### src/rtl/spi_slave.sv
// spi_slave: oversampling SPI target, all cpol/cpha modes, 1-32 bit MSB-first frames, AXI-Stream rx/tx; define SPI_SLAVE_RX_OVERFLOW_EN for sticky rx_overflow
module spi_slave #(
  parameter int sync_stages = 2
) (
  input  logic        clk,
  input  logic        rst,
  input  logic        cpol,
  input  logic        cpha,
  input  logic [5:0]  frame_width,
  input  logic [31:0] s_axis_tdata,
  input  logic        s_axis_tvalid,
  output logic        s_axis_tready,
  output logic [31:0] m_axis_tdata,
  output logic        m_axis_tvalid,
  input  logic        m_axis_tready,
  input  logic        cs,
  input  logic        sck,
  input  logic        mosi,
  output logic        miso,
  output logic        miso_oe,
`ifdef SPI_SLAVE_RX_OVERFLOW_EN
  output logic        rx_overflow,
`endif
  output logic        busy
);
  typedef enum logic [1:0] {IDLE, LOAD, SHIFT} state_t;
  state_t state, state_next;
  logic [sync_stages-1:0] cs_q, sck_q, mosi_q;
  logic cs_s, sck_s, mosi_s, sck_d;
  logic cpol_r, cpha_r;
  logic [5:0] fw_r, fw_eff, fw_use, cnt, sh;
  logic [30:0] rx_sr;
  logic [31:0] tx_sr, tx_word, tx_al, rx_word, buf_data;
  logic buf_valid, miso_r, rise, fall, lead, trail, shifting, smp, lch, done, load, wr, cpha_use;
  assign cs_s = cs_q[sync_stages-1];
  assign sck_s = sck_q[sync_stages-1];
  assign mosi_s = mosi_q[sync_stages-1];
  assign rise = sck_s & ~sck_d;
  assign fall = ~sck_s & sck_d;
  assign lead = cpol_r ? fall : rise;
  assign trail = cpol_r ? rise : fall;
  assign shifting = (state == SHIFT) & ~cs_s;
  assign smp = shifting & (cpha_r ? trail : lead);
  assign lch = shifting & (cpha_r ? lead : trail);
  assign done = smp & (cnt + 6'd1 == fw_r);
  assign load = (state == LOAD) | done;
  assign fw_eff = (frame_width == 6'd0 || frame_width > 6'd32) ? 6'd32 : frame_width;
  assign fw_use = (state == LOAD) ? fw_eff : fw_r;
  assign cpha_use = (state == LOAD) ? cpha : cpha_r;
  assign sh = 6'd32 - fw_use;
  assign tx_word = buf_valid ? buf_data : 32'd0;
  assign tx_al = tx_word << sh;
  assign rx_word = {rx_sr, mosi_s};
  assign wr = s_axis_tvalid & s_axis_tready;
  assign s_axis_tready = ~buf_valid;
  assign miso = miso_r;
  assign busy = ~cs_s;
  // bring the asynchronous pins into the clk domain and keep a delayed sck for edge detection
  always_ff @(posedge clk or posedge rst) begin
    if (rst) begin
      cs_q <= '1;
      sck_q <= '0;
      mosi_q <= '0;
      sck_d <= 1'b0;
    end else begin
      cs_q <= {cs_q[sync_stages-2:0], cs};
      sck_q <= {sck_q[sync_stages-2:0], sck};
      mosi_q <= {mosi_q[sync_stages-2:0], mosi};
      sck_d <= sck_s;
    end
  end
  // state register
  always_ff @(posedge clk or posedge rst) begin
    if (rst) state <= IDLE;
    else state <= state_next;
  end
  // deselect always wins; a fresh select spends one cycle in LOAD before shifting
  always_comb begin
    state_next = cs_s ? IDLE : (state == IDLE ? LOAD : SHIFT);
    miso_oe = state != IDLE;
  end
  // shift engine: config latch, rx sampling, tx launch; cpha=0 skips the launch edge that precedes a frame's first sample
  always_ff @(posedge clk or posedge rst) begin
    if (rst) begin
      cpol_r <= 1'b0;
      cpha_r <= 1'b0;
      fw_r <= 6'd32;
      cnt <= '0;
      rx_sr <= '0;
      tx_sr <= '0;
      miso_r <= 1'b0;
    end else if (state == IDLE) begin
      cnt <= '0;
      rx_sr <= '0;
      tx_sr <= '0;
      miso_r <= 1'b0;
    end else if (load) begin
      if (state == LOAD) begin
        cpol_r <= cpol;
        cpha_r <= cpha;
        fw_r <= fw_eff;
      end
      cnt <= '0;
      rx_sr <= '0;
      tx_sr <= cpha_use ? tx_al : {tx_al[30:0], 1'b0};
      miso_r <= cpha_use ? miso_r : tx_al[31];
    end else begin
      if (smp) begin
        rx_sr <= rx_word[30:0];
        cnt <= cnt + 6'd1;
      end
      if (lch && (cpha_r || cnt != 6'd0)) begin
        miso_r <= tx_sr[31];
        tx_sr <= {tx_sr[30:0], 1'b0};
      end
    end
  end
  // one-entry reply buffer; a frame-boundary load consumes the old entry before any new write lands
  always_ff @(posedge clk or posedge rst) begin
    if (rst) begin
      buf_valid <= 1'b0;
      buf_data <= '0;
    end else begin
      buf_valid <= wr | (buf_valid & ~load);
      if (wr) buf_data <= s_axis_tdata;
    end
  end
  // received-word register; a completed word is dropped while the held word is still unaccepted
  always_ff @(posedge clk or posedge rst) begin
    if (rst) begin
      m_axis_tdata <= '0;
      m_axis_tvalid <= 1'b0;
    end else if (done && !(m_axis_tvalid && !m_axis_tready)) begin
      m_axis_tdata <= rx_word;
      m_axis_tvalid <= 1'b1;
    end else if (m_axis_tready) begin
      m_axis_tvalid <= 1'b0;
    end
  end
`ifdef SPI_SLAVE_RX_OVERFLOW_EN
  // sticky record of any dropped word
  always_ff @(posedge clk or posedge rst) begin
    if (rst) rx_overflow <= 1'b0;
    else if (done && m_axis_tvalid && !m_axis_tready) rx_overflow <= 1'b1;
  end
`endif
endmodule

### config.mk
export PLATFORM = sky130hd
export DESIGN_NAME = spi_slave
export DESIGN_NICKNAME = d
export VERILOG_FILES = /design/src/rtl/spi_slave.sv
export SDC_FILE = /design/constraint.sdc
export NUM_CORES = 1
export LEC_CHECK = 0
export CORE_MARGIN = 3
export CORE_UTILIZATION = 40
export DETAILED_ROUTE_END_ITERATION = 10
export PLACE_DENSITY = 0.63
export SYNTH_ARGS = -nofsm -noshare
export SYNTH_HDL_FRONTEND = slang
export SYNTH_SLANG_ARGS = --single-unit
### constraint.sdc
create_clock -name clk -period 7.5 [get_ports clk]
set_input_delay 1.5 -clock clk [delete_from_list [all_inputs] [get_ports clk]]
set_output_delay 1.5 -clock clk [all_outputs]
set_load 0.05 [all_outputs]
After elaboration in Yosys (flattened, before gate mapping)
Index checks and enable logic that the tools add are counted.
{ "word_totals": {"latchBits": 0, "ramBits": 0, "output_inout_bits": 37, "register_bits": 153, "in_bits": 47, "mem_count": 0, "mem_bits_ro": 0} }
{ "classes": {"magnitude_cmp": 1, "reduce_logical": 17, "multipliers": 0, "eq_ne": 4, "n_mux": 26, "div_mod_pow": 0, "addsub": 2, "shift": 1, "bitwise_logic": 16} }
{ "ops": {"columns": ["op", "count"], "rows": [
  ["two-way mux 32 bit", 5],
  ["two-way mux 31 bit", 3],
  ["<< shifter 32 x 6 -> 32 bit", 1],
  ["two-way mux 6 bit", 5],
  ["two-way mux 1 bit", 11],
  ["bitwise AND 1 bit", 8],
  ["adder 6 x 1 -> 6 bit, second input constant", 1],
  ["== test 6 bit", 1],
  ["> comparator 6 bit, second input constant", 1],
  ["logical NOT 6 bit", 1],
  ["NOT 1 bit", 6],
  ["nonzero test 3 bit", 2],
  ["nonzero test 6 bit", 1],
  ["subtractor 6 bit, first input constant", 1],
  ["two-way mux 2 bit", 2],
  ["AND reduction 2 bit", 2],
  ["nonzero test 2 bit", 2],
  ["logical AND 1 bit", 3],
  ["inequality test 3 x 2 -> 1 bit, second input constant", 1],
  ["AND reduction 3 bit", 1],
  ["== test 2 x 1 -> 1 bit, second input constant", 1],
  ["== test 2 bit, second input constant", 1],
  ["logical NOT 1 bit", 2],
  ["logical NOT 2 bit", 1],
  ["other kinds (2)", 4]
]} }

Logic depth before layout (Yosys ltp)
Gate-level depths: netlist of the first run.
{ "logic_depth": {"depth_word": 10, "ltp_mapped": 15, "mapped_depth_nobuf": 11} }

Worst setup path after synthesis of the first run
OpenSTA, ideal clock, no wires.
{ "synth_path": {"path_type": "input-to-reg", "from": "input port frame_width[0]", "to": "register tx_sr[27]", "setup_time_ns": 0.142, "slack_ns": 3.127, "n_path_buf": 4, "cell_stages": 12, "arrival_time_ns": 4.230, "path_cell_list": "nor2b_1 > mux2i_4 > buf_4 > buf_2 > ha_1 > buf_2 > buf_2 > mux2i_1 > nor2_1 > mux4_2 > a221oi_1 > o221ai_1"} }
{ "synth_between": {"elab_chain_len": 9, "elab_cells_between_ends": 10, "cone_classes": "add/sub (1); order compare (1); shift (1); mux (5); reduce/logical (2)"} }
{ "synth_rtl": {"columns": ["element", "line", "source"], "rows": [
  ["from (decl)", "9", "input logic [5:0] frame_width,"],
  ["> comparator 6 bit / logical NOT 6 bit (equally long branches)", "47", "assign fw_eff = (frame_width == 6'd0 || frame_width > 6'd32) ? 6'd32 : frame_width;"],
  ["logical OR 1 bit", "47", null],
  ["two-way mux 6 bit (*)", "47", null],
  ["two-way mux 6 bit (*)", "48", "assign fw_use = (state == LOAD) ? fw_eff : fw_r;"],
  ["subtractor 6 bit (*)", "50", "assign sh = 6'd32 - fw_use;"],
  ["<< shifter 32 x 6 -> 32 bit (*)", "52", "assign tx_al = tx_word << sh;"],
  ["two-way mux 32 bit (*)", "105", "tx_sr <= cpha_use ? tx_al : {tx_al[30:0], 1'b0};"],
  ["two-way mux 32 bit (*)", "97", "end else if (load) begin"],
  ["two-way mux 32 bit (*)", "92", "end else if (state == IDLE) begin"],
  ["to (signal assigned)", "105", null],
  ["to (signal assigned)", "114", "tx_sr <= {tx_sr[30:0], 1'b0};"],
  ["to (decl)", "33", "logic [31:0] tx_sr, tx_word, tx_al, rx_word, buf_data;"]
]} }
Every way passes the cells marked *; elsewhere a longest branch is shown, timed or not.
A chain may end at the register's enable or synchronous reset.

Worst setup path after layout of the first run
{ "layout_path": {"from": "input port frame_width[5]", "to": "register tx_sr[27]"} }
Same word-level chain as after synthesis.

==> results.cfg, run 1 <==
[outcome]
status = complete, no violations

[worst_setup_path]
critPathRequiredTime_ns = 7.78
criticalPathCategory = primary input to register
arrival_ns = 5.38
critPathMaxFanout = 32
crit_chain = clkdlybuf4s50_1 -> nor2b_1 -> mux2i_4 -> buf_4 -> ha_1 -> xor2_4 -> mux4_2 -> mux2i_1 -> nor2_1 -> a221oi_1 -> o221ai_1
worst_setup_path_end_kind = register
r2r_cells = 10
critical-path-max-stage-delay_ns = 0.71
cp-start-kind = primary input
cp_slowest_cell = xor2_4

[detailed_routing]
route.detailed.drc = 0
wirelength_mm = 19.78
firstDrtPassIters = 5
ant_nets = 0
initialDrtViolationCount = 676
vias = 6397
wl_per_cell_um = 16.79
via_per_inst = 5.430

[timing]
fin_worst_skew_ns = 0.01747
setup_viol = 0
setup_tns_ns = 0
max_freq_ghz = 0.1959
rsz0062_at_grt = no
worst_pin_slew_ns = 1.174
slew-limit-headroom_pct = 21.73
post-route-min-period_ns = 5.105
finalHoldViolCount = 0
slew_violations = 0
holdWs_ns = 0.3518
finalCritPeriodShare_pct = 68.07

[synthesis]
synth.distinct_cells = 67
synthCells = 837
synthTopCellsByArea = dfrtp_1, mux2_2, nand2_1
netlist_area_mm2 = 0.008414
async_flop_share_pct = 100.0
synth_top_area_share_pct = 44.61
yosysSeqAreaShare_pct = 45.55
yosys_warnings = 0
syn_avg_cell_area_um2 = 10.05
syn-num-nets = 887
yosys_register_bits = 153
yosysTopAreaCell = dfrtp_1
synth_enable_flop_cells = 0
synth_ff_type = dfrtp_1

[clock_tree]
tritoncts_num_sinks = 153
cts_tree = done
cts_setup_buffers = 0
cts.path.max_buffers = 2
postCtsHoldBufs = 0
numCtsBuffers = 17
clkTransAtPathRegs_ns = 0.07
htreeDepth = 4
cts_resized = 0
clkLatencyLatePin_ns = 0.44
cts_root_buffer = clkbuf_16

[die]
dieArea_mm2 = 0.02281
fp.dieH_um = 151.0
initial_core_util_pct = 41.19
core_area_mm2 = 0.02043
ios = 84
row_count = 52
die_w_um = 151.0

[hold_path]
hold-path-cell-count = 0
hp-class = register to register

[global_route]
grt_pass1_vias = 6143
grt_max_degree = 89
grt_first_pass_wirelength_mm = 32.96
grt.overflow.total = 0
antenna_found_initial = 0
grt_usage_pct = 18.20

[placed_design]
gp_congestion = 0.8754
dp_hpwl_mm = 13.61
portBuffers = 83

[layout]
synthToLayoutAreaGrowth_pct = 19.03
final_util_pct = 49.03
finalNetCount = 945
final_cell_mix = dfrtp_1, nand2_1, clkdlybuf4s50_1
drive_gt1_share_pct = 18.28
final_common_cell = dfrtp_1
n_antenna_cell = 0

[power]
leakagePower_uw = 0.004373
power_density_mw_per_mm2 = 342.7
peakVddDrop_v = 0.0002620

[flow_run]
drv_cap = 0
-- worst max-delay path: cells and delay by family --
kind / cells / cell delay [ns]
AO/OA/AOI/OAI: 2 / 0.47
multiplexers: 3 / 1.02
AND/OR/NAND/NOR: 2 / 0.21
XOR/XNOR: 1 / 0.71
buffers and inverters: 2 / 1.03
adder cells (fa/ha/maj): 1 / 0.44
-- routing by layer --
metal | share of wire, % | track usage, % | routed length [um]
met4 | 1.5 | 5.530 | 294
met5 | 0 | 0 | 0
met1 | 48 | 26.25 | 9452
met3 | 5.4 | 4.129 | 1065
met2 | 45 | 27.39 | 8962
-- worst paths after layout --
| path | from | end | slack, ns |
|---|---|---|---|
| max reg2reg | state[1] | tx_sr[27] | 3.31 |
| min reg2reg | cs_q[0] | cs_q[1] | 0.35 |
| max in group asynchronous | rst | state[0] | 4.56 |
| min in group asynchronous | rst | buf_data[4] | 1.63 |
| min | cs_q[0] | cs_q[1] | 0.35 |
| max | frame_width[5] | tx_sr[27] | 2.40 |
-- cell usage after synthesis, types with 10 or more instances --
master,number
dfrtp_1,150
nand2_1,112
mux2_2,82
a21oi_1,76
nor2_1,76
clkbuf_1,31
mux2i_1,31
nand3_1,26
and3_1,21
nor3_1,18
inv_1,17
buf_2,16
o21ai_0,15
mux4_2,11
xnor2_1,10
-- cells by family after synthesis --
logic type,count (synthesis),share of synthesized area [%]
adders and majority gates,3,0.4461
buffers and inverters,76,4.074
muxes,127,18.32
and+or+nand+nor,289,15.79
xor gates and xnor gates,20,2.662
DFF,153,45.55
AOI/OAI and AO/OA,169,13.16
-- registers in the layout, summed over array words and instances, names as in the netlist --
register / cells
buf_data: 32
m_axis_tdata: 32
tx_sr: 32
rx_sr: 31
cnt: 6
fw_r: 6
cs_q: 2
mosi_q: 2
sck_q: 2
state: 2
buf_valid: 1
cpha_r: 1
cpol_r: 1
m_axis_tvalid: 1
miso: 1
sck_d: 1
-- report_power, final --
group          internal (uW)  switching [uW]
logic                    623             869
clock network            450             404
registers                962             125
-- per-stage QoR --
stage	setup slack [ns]	cells	cell area (um2)	power (uW)
4_1_cts	2.390	1178	10020	3440
3_3_place_gp	2.023	1146	9420	2562
3_5_place_dp	1.955	1146	9420	2576
2_1_floorplan	1.884	837	8414	2226
5_1_grt	2.018	1178	10020	3661
6_report	2.395	1178	10020	3432
-- area by class of cell --
type / instances / area, um2
clock buffer: 17 / 425.4
timing repair buffer: 97 / 935.9
multi-input combinational: 608 / 4242
inverter: 18 / 72.57
sequential: 153 / 3832
tap: 270 / 337.8
fill: 1882 / 10410
clock inverter: 15 / 170.2
Note: power is estimated with default switching activity, not from simulation.
==> run 2: changes to the inputs <==
==> constraint.sdc (replaced) <==
create_clock -name clk -period 5.3 [get_ports clk]
set_input_delay 1.06 -clock clk [delete_from_list [all_inputs] [get_ports clk]]
set_output_delay 1.06 -clock clk [all_outputs]
set_load 0.05 [all_outputs]
==> run 2 against run 1 <==
Compared with the run above: global-route usage rose by 0.34 points; sequential share of layout area fell by 0.14 points; flip-flop and latch count did not move; count of clock-buffer cells in the layout did not move; sequential power rose by 41%; non-clock buffer count rose by 5; first-iteration DRC count fell by 32%; utilization rose by 0.18 points; hold slack improved by 0.011 ns; via count rose by 2.0%; clock power rose by 43%; die area did not move; largest cell class unchanged; highest routed layer unchanged.
==> results.cfg, run 2 (same netlist as run 1, synthesis figures left out) <==
[timing]
slew-limit-headroom_pct = 19.49
setup_tns_ns = 0
worst_pin_slew_ns = 1.208
post-route-min-period_ns = 4.296
max_freq_ghz = 0.2328
setup_ws_ns = 1.004
finalHoldViolCount = 0
slew_violations = 0
rsz0062_at_grt = no
setup_viol = 0
fin_worst_skew_ns = 0.01132
finalCritPeriodShare_pct = 81.06

[layout]
largest_registers = buf_data x32, m_axis_tdata x32, tx_sr x32
multi_input_area_mm2 = 0.004242
final_common_cell = dfrtp_1
register_area_mm2 = 0.003832
stdcell_area_mm2 = 0.01005
synthToLayoutAreaGrowth_pct = 19.46
drive_gt1_share_pct = 18.73
finalNetCount = 950
n_antenna_cell = 0
final_cell_mix = dfrtp_1, nand2_1, clkdlybuf4s50_1
fillers = 1956

[clock_tree]
cts_resized = 0
clkLatencyLatePin_ns = 0.43
htreeDepth = 4
cts_setup_buffers = 0
clkTransAtPathRegs_ns = 0.07
cts_tree = done
postCtsHoldBufs = 0
cts.path.max_buffers = 2
tritoncts_num_sinks = 153
numCtsBuffers = 17
cts_root_buffer = clkbuf_16

[worst_setup_path]
startpoint = frame_width[5]
arrival_ns = 4.58
worst_setup_path_end_kind = register
cp-start-kind = primary input
reg2reg_slack_ns = 1.71
crit_end = tx_sr[27]
r2r_end = tx_sr[27]
r2r_cells = 11
regToRegStartpoint = state[1]
critPathMaxFanout = 27
criticalPathCategory = primary input to register
critPathRequiredTime_ns = 5.59

[global_route]
grt_pass1_vias = 6300
grt.overflow.total = 0
grt_usage_pct = 18.54
grt_max_degree = 106
grt_first_pass_wirelength_mm = 33.82
antenna_found_initial = 0

[detailed_routing]
firstDrtPassIters = 6
wirelength_mm = 20.17
wl_per_cell_um = 17.05
vias = 6522
dr_wl_met2_mm = 9.321
route.detailed.drc = 0
initialDrtViolationCount = 463
ant_nets = 0
via_per_inst = 5.513
wirelength_met1_mm = 9.587
top_layer_used = met4
met3WireLength_um = 917

[placed_design]
gp_congestion = 0.9131
dp_slack_ns = 0.6035
dp_hpwl_mm = 13.83
dpl_cell_area_mm2 = 0.009458
portBuffers = 83

[die]
ios = 84
row_count = 52
die_w_um = 151.0
fp.dieH_um = 151.0
dieArea_mm2 = 0.02281
initial_core_util_pct = 41.19
core_area_mm2 = 0.02043

[hold_path]
hp-class = register to register
min_from = cs_q[0]

[flow_run]
drv_cap = 0

[power]
power_density_mw_per_mm2 = 487.6
peakVddDrop_v = 0.0002556
p_total_uw = 4902
leakagePower_uw = 0.004400

[outcome]
status = complete, no violations
## run 2: through the flow
stage	hold WS [ns]	utilization, %	std cells
global route	0.3738	49.20	1183
floorplan	0.3312	-	837
global placement	0.3349	46.29	1151
CTS	0.3632	49.20	1183
finish	0.3632	49.20	1183
detailed placement	0.3483	46.29	1151
## run 2: area by class of cell
cell class                      instances  area share (%)
Multi-Input combinational cell        608           42.20
Sequential cell                       153           38.13
Timing Repair Buffer                  102           9.684
Clock buffer                           17           4.232
Tap cell                              270           3.361
Clock inverter                         15           1.680
Inverter                               18          0.7219
## run 2: worst max-delay path, cell delays in order
cell	delay, ns
clkdlybuf4s50_1	0.57
nor4bb_1	0.37
a21oi_1	0.12
ha_1	0.41
buf_4	0.38
mux2i_1	0.24
nor2_1	0.10
mux4_2	0.51
mux2i_1	0.28
nor2_1	0.07
a221oi_1	0.32
o221ai_1	0.16
## run 2: power by group
part	switching (uW)	total [uW]	internal, uW
registers	177	1540	1360
logic	1240	2150	906
clock network	583	1220	635
## run 2: worst min path at each step
stage                            to  slack, ns  cells past startpoint
after floorplan           mosi_q[1]       0.33                      0
after global placement     sck_q[1]       0.33                      0
after detailed placement   sck_q[1]       0.35                      0
after CTS                   cs_q[1]       0.36                      0
after global routing        cs_q[1]       0.37                      0
final                       cs_q[1]       0.36                      0
## run 2: routing by layer
layer	up-vias	global-route usage, %
li1	3111	-
met1	3208	26.66
met2	179	28.40
met3	24	3.770
met4	0	5.530
met5	-	0
